`src/rtl/sr_reg_bank.sv`:
```
// Bank of WIDTH independent set/reset flags with selectable S=R=1 resolution,
// registered rise/fall pulses and sticky conflict flags. Optional counter: SR_CONFLICT_CNT_EN.
module sr_reg_bank #(
    parameter int               WIDTH         = 8,
    parameter int               CONFLICT_MODE = 1,
    parameter logic [WIDTH-1:0] RESET_VAL     = '0,
    parameter int               CNT_W         = 8
) (
    input  logic             clk,
    input  logic             reset,
    input  logic [WIDTH-1:0] en,
    input  logic [WIDTH-1:0] s,
    input  logic [WIDTH-1:0] r,
    input  logic             conflict_clr,
    output logic [WIDTH-1:0] q,
    output logic [WIDTH-1:0] q_rise,
    output logic [WIDTH-1:0] q_fall,
    output logic [WIDTH-1:0] conflict,
    output logic             conflict_any
`ifdef SR_CONFLICT_CNT_EN
    ,
    output logic [CNT_W-1:0] conflict_cnt
`endif
);

    if (WIDTH < 1 || WIDTH > 64 || CONFLICT_MODE < 0 || CONFLICT_MODE > 3 || CNT_W < 1)
    begin : g_param_check
        $error("sr_reg_bank: illegal parameter value");
    end

    logic [WIDTH-1:0] q_nxt;
    logic [WIDTH-1:0] hit;

    assign hit = en & s & r;

    always_comb begin
        q_nxt = q;
        for (int i = 0; i < WIDTH; i++) begin
            if (en[i]) begin
                unique case ({s[i], r[i]})
                    2'b10:   q_nxt[i] = 1'b1;
                    2'b01:   q_nxt[i] = 1'b0;
                    2'b11: begin
                        case (CONFLICT_MODE)
                            1:       q_nxt[i] = 1'b1;
                            2:       q_nxt[i] = 1'b0;
                            3:       q_nxt[i] = ~q[i];
                            default: q_nxt[i] = q[i];
                        endcase
                    end
                    default: q_nxt[i] = q[i];
                endcase
            end
        end
    end

    // Edge pulses are derived from the same next-state so they align with the new q.
    always_ff @(posedge clk) begin
        if (reset) begin
            q        <= RESET_VAL;
            q_rise   <= '0;
            q_fall   <= '0;
            conflict <= '0;
        end else begin
            q        <= q_nxt;
            q_rise   <= q_nxt & ~q;
            q_fall   <= ~q_nxt & q;
            conflict <= (conflict_clr ? '0 : conflict) | hit;
        end
    end

    assign conflict_any = |conflict;

`ifdef SR_CONFLICT_CNT_EN
    localparam int PC_W  = $clog2(WIDTH + 1);
    localparam int SUM_W = CNT_W + PC_W + 1;

    function automatic logic [PC_W-1:0] popcount(input logic [WIDTH-1:0] v);
        logic [PC_W-1:0] c;
        c = '0;
        for (int i = 0; i < WIDTH; i++) begin
            c = c + PC_W'(v[i]);
        end
        return c;
    endfunction

    function automatic logic [CNT_W-1:0] sat_add(input logic [CNT_W-1:0] a,
                                                 input logic [PC_W-1:0]  b);
        logic [SUM_W-1:0] sum;
        logic [SUM_W-1:0] max_val;
        sum     = SUM_W'(a) + SUM_W'(b);
        max_val = SUM_W'({CNT_W{1'b1}});
        return (sum > max_val) ? {CNT_W{1'b1}} : sum[CNT_W-1:0];
    endfunction

    // A clear in the same cycle as new conflicts restarts from zero, keeping this cycle's hits.
    always_ff @(posedge clk) begin
        if (reset) begin
            conflict_cnt <= '0;
        end else begin
            conflict_cnt <= sat_add(conflict_clr ? '0 : conflict_cnt, popcount(hit));
        end
    end
`endif

endmodule
```
`config.mk`:
```
export PLATFORM = sky130hd
export DESIGN_NAME = sr_reg_bank
export DESIGN_NICKNAME = d
export VERILOG_FILES = /design/src/rtl/sr_reg_bank.sv
export SDC_FILE = /design/constraint.sdc
export NUM_CORES = 1
export LEC_CHECK = 0
export CAP_MARGIN = 20
export CELL_PAD_IN_SITES_DETAIL_PLACEMENT = 0
export CELL_PAD_IN_SITES_GLOBAL_PLACEMENT = 2
export CORE_ASPECT_RATIO = 1.75
export CORE_MARGIN = 4
export CORE_UTILIZATION = 24
export CTS_BUF_LIST = sky130_fd_sc_hd__clkbuf_2
export DETAILED_ROUTE_END_ITERATION = 16
export PLACE_DENSITY_LB_ADDON = 0.1
export RECOVER_POWER = 25
export SYNTH_ARGS = -nofsm -noshare
export SYNTH_HDL_FRONTEND = slang
export SYNTH_SLANG_ARGS = --single-unit
```
`constraint.sdc`:
```
create_clock -name clk -period 1.4 [get_ports clk]
set_input_delay 0.21 -clock clk [delete_from_list [all_inputs] [get_ports clk]]
set_output_delay 0.21 -clock clk [all_outputs]
set_load 0.02 [all_outputs]
```
# ---- Word level (Yosys, flattened, before mapping)
# Cells that the tools add are included.
# W data, S select, Z words.
dict set report op_classes {
  n_reduce_logical 9
  mux 17
  bitwise_logic 7
  n_eq_ne 24
}
# op n
set op_table {}
lappend op_table {{$and A8 B8 Y8} 4}
lappend op_table {{$eq A2 B2 Y1 const B} 16}
lappend op_table {{$eq A2 B1 Y1 const B} 8}
lappend op_table {{$not A8 Y8} 2}
lappend op_table {{$pmux W1 S2} 8}
lappend op_table {{$reduce_or A2 Y1} 8}
lappend op_table {{$mux W1} 8}
lappend op_table {{$mux W8} 1}
lappend op_table {{$or A8 B8 Y8} 1}
lappend op_table {{$reduce_or A8 Y1} 1}
dict set report word_totals {
  out_inout_bits 33
  wordCells 61
  inputBits 27
  reg_bits 32
}

# ---- Longest topological paths before layout
dict set report depth {
  word_depth 6
  depth_mapped 3
  mapped_depth_nobuf 2
}

# ---- Worst setup path before layout
# No wires, ideal clock.
dict set report synth_timing {
  path_kind {reg2out}
  startpoint {register conflict[6]}
  endpoint {output port conflict_any}
  path_buffers 0
  stages_incl_launch_ff 3
  setup_slack_ns 0.374
  arrival_ns 0.816
  t_required_ns 1.190
  path_cell_list {dfxtp_1 -> nor4_1 -> nand2_1}
}
dict set report synth_between {
  elab_chain_cells 1
}
# item line
set synth_lines {}
lappend synth_lines {{start, declared} 18} ;# output logic [WIDTH-1:0] conflict,
lappend synth_lines {{start signal, assigned} 68} ;# conflict <= (conflict_clr ? '0 : conflict) | hit;
lappend synth_lines {{$reduce_or A8 Y1} 72} ;# assign conflict_any = |conflict;
lappend synth_lines {{end, declared} 19} ;# output logic conflict_any
# Every way passes these cells.

# ---- Worst setup path in the final report
dict set report layout_timing {
  startpoint {register conflict[3]}
  endpoint {output port conflict_any}
}
# The elaborated chain is that of the path after synthesis.

==> parameters.txt <==
Parameter                              Value

Status
  Run status    complete, but fails checks
  Violated checks    negative setup slack

STA
  Final worst-path cycle share    1.008
  Slew at the pin closest to its max-slew limit    0.6393 ns
  Worst Slack Setup Final    -0.01079 ns
  Maximum clock frequency    0.7088 GHz
  Worst setup skew after layout    0.01338 ns
  Endpoints failing setup    1
  Total count of hold-check failures in the final report    0
  Worst slew slack as a fraction of its limit    0.5738
  Unrepaired setup endpoints after global routing    true
  Post-route worst hold slack    0.4292 ns
  Total Negative Setup Slacks    -0.01079 ns
  Final max-slew violation count    0
  Post-layout minimum cycle time    1.411 ns

Clocking
  Number of hold buffers added after cts    0
  H-tree Lvls    2
  Longest Clk Path Bufs    2
  Clock buffers created by TritonCTS    5
  Clock tree from TritonCTS    done
  Clock latency reported for the late side of the worst-skew pair    0.35 ns
  Buffers inserted during post-CTS setup optimization    0
  Total clock sinks    32
  Worst-path clk slew    0.16 ns
  Clock root buffer    clkbuf_2

Yosys
  Area share of and/or/nand/nor cells after synthesis    0.2517
  Number of storage elements in the synthesis netlist    32
  Post-Synth XOR/XNOR Area    0
  Mean cell area of the mapped netlist    9.987 sq um
  Cell area after technology mapping    1099 sq um
  Nets in the synthesized netlist    137
  Number of warnings reported in the yosys synthesis log    0
  Fraction of the mapped netlist area in compound gates    0.1458
  Combinational family with the most area after synthesis    simple AND/OR/NAND/NOR gates
  Adder-cell share of the synthesized area    0
  Cell count after synthesis    110
  Number of different library cells in the post-synthesis netlist    12
  Area share of the leading cell type in the synthesized netlist    0.5831
  Fraction of synthesized area in multiplexers    0
  Post-synthesis cell type with the largest combined area    dfxtp_1
  Leading cell types by total area after synthesis    dfxtp_1, a21bo_2, a21oi_1
  Sequential area share after synthesis    0.5831

Pwr
  Post-route total power    1685 uW
  Maximum resistive drop on vdd    422.0 uV
  Pwr/cell area    943.5 nW/um^2
  Leakage component of the power    0.0007894 uW

Floorplanning
  Die Ht    97.50 um
  Die Area    5766 sq um
  Initial Utilization    0.2494
  Horiz. Die Dim    59.14 um
  Core Footprint    4404 sq um
  Number of I/O pins    60
  Number of placement rows    32

Worst hold path
  Path class of the lowest-slack min-delay path    in -> reg
  Startpoint of the tightest hold check path    s[6]
  Hold path depth    2
  Hold EP    q_fall[6]

Critical path
  Crit path max fanout    2
  Reg-to-reg setup timing slack    0.59 ns
  Setup crit end kind    primary output
  Required time of the critical path    1.19 ns
  Critical path launch point type    register
  Worst reg2reg path endpoint    q[7]
  Startpoint of the worst register-to-register path    q[7]
  Cells on worst reg2reg path    2
  Arrival time worst endpoint    1.20 ns
  WS Path Type    reg -> out

Drt
  Post-route DRC violation count    0
  Iteration-0 DRC count of the detailed router    4
  Post-detailed-route wirelength per cell    12.49 um
  Final routed wirelength across all metal layers    2910 um
  Via total after detailed routing    1075
  Number of vias per cell after detailed routing    4.614
  Detailed-routing iteration count for the pre-antenna-repair pass    3
  Remaining antenna violation count after routing    0

Global route
  Initial antenna violation count    0
  Global route overflow    0
  Wire length of the first global-routing pass    4547 um
  GR Util All Layers    0.1024
  Largest net degree at the start of global routing    17
  Via count of the first global-routing pass    1113

Place
  PortBufs    59
  Last weighted congestion value of the routability-driven placer    0.7136
  Final HPWL DP    2321 um

Layout
  Antenna diode count    0
  Final layout net count    208
  Fillcell total    498
  Share of the core filled with cells    0.4054
  Layout overhead on the synthesized area    62.53%
  Fraction of final layout cells sized beyond drive strength 1    0.1813

Run
  Maximum capacitance violations    0
worst max-delay path by stage:
stage / startpoint / endpoint / slack, ns / depth (start not counted)
after global routing: conflict[3] / conflict_any / -0.11 / 3
after CTS: conflict[3] / conflict_any / -0.07 / 3
after detailed placement: conflict[5] / conflict_any / -0.06 / 3
after floorplan: conflict[6] / conflict_any / 0.37 / 2
after global placement: conflict[6] / conflict_any / -0.04 / 3
final: conflict[3] / conflict_any / -0.01 / 3
through the flow:
step,cells,setup slack [ns],instance area (sq um)
after floorplan,110,0.3737,1099
after global placement,225,-0.04089,1792
after detailed placement,225,-0.06338,1792
after CTS,233,-0.07489,1804
after global routing,233,-0.1149,1785
final,233,-0.01079,1785
kinds of logic (layout without fill, tap and decap cells):
kind of cell / count (synthesis) / in the layout
DFF: 32 / 32
and+or+nand+nor: 51 / 51
buffers and inverters: 3 / 75
AOI/OAI and AO/OA: 24 / 24
area by class of cell:
class | count | area (sq um) | share of cell area
tap | 51 | 63.81 | 0.03574
sequential | 32 | 644.4 | 0.3609
clock inverter | 1 | 3.754 | 0.002102
clock buffer | 7 | 35.03 | 0.01962
timing repair buffer | 67 | 589.3 | 0.3301
multi-input combinational | 75 | 449.2 | 0.2516
cells in the final DEF, fill, tap and decap left out:
master and count:
dfxtp_2 3, dlygate4sd2_1 25, clkbuf_1 2, clkdlybuf4s15_2 2, a21oi_1 16, nand2b_1 8, nor2_1 8, dfxtp_1 29
dlygate4sd3_1 1, clkdlybuf4s50_1 25, nand2_1 9, clkdlybuf4s15_1 1, nand3_1 8, nand4b_1 8, a21bo_2 8, buf_2 1
nor4_2 2, clkbuf_2 11, clkinv_1 1, buf_4 6, nor3_1 8
sequential cells by signal, indices dropped and copies added (netlist names):
signal	flops
conflict	8
q_rise	8
q_fall	8
q	8
synthesized netlist by cell type:
| cell | number |
|---|---|
| a21oi_1 | 16 |
| nor2_1 | 8 |
| dfxtp_1 | 32 |
| buf_6 | 1 |
| a21bo_2 | 8 |
| nand3_1 | 8 |
| buf_2 | 2 |
| nor3_1 | 8 |
| nor4_1 | 2 |
| nand4b_1 | 8 |
| nand2b_1 | 8 |
| nand2_1 | 9 |
repair_timing:
item                                    CTS  global route
endpoints found under the setup margin   33             5
pin swaps                                 1             0
gates resized for setup                  47             7
where the power goes:
part / switching [uW] / internal [uW] / total [uW] / leakage, uW
Combinational: 136 / 149 / 285 / 0.000496
Sequential: 21.0 / 946 / 967 / 0.000263
Clock: 298 / 134 / 432 / 0.0000306
metal layers:
| layer | share of wire | wire, um | up-vias | GRT usage |
|---|---|---|---|---|
| met1 | 0.34 | 992 | 497 | 0.08773 |
| li1 | - | - | 532 | - |
| met5 | 0 | 0 | - | 0 |
| met2 | 0.54 | 1572 | 41 | 0.1882 |
| met3 | 0.099 | 287 | 5 | 0.04521 |
| met4 | 0.020 | 57 | 0 | 0.05061 |
critical path, stage by stage (launching register included):
cell	delay (ns)
dfxtp_2	0.35
nor4_2	0.26
nand2_1	0.07
buf_2	0.16
Note: power is estimated with default switching activity, not from simulation.
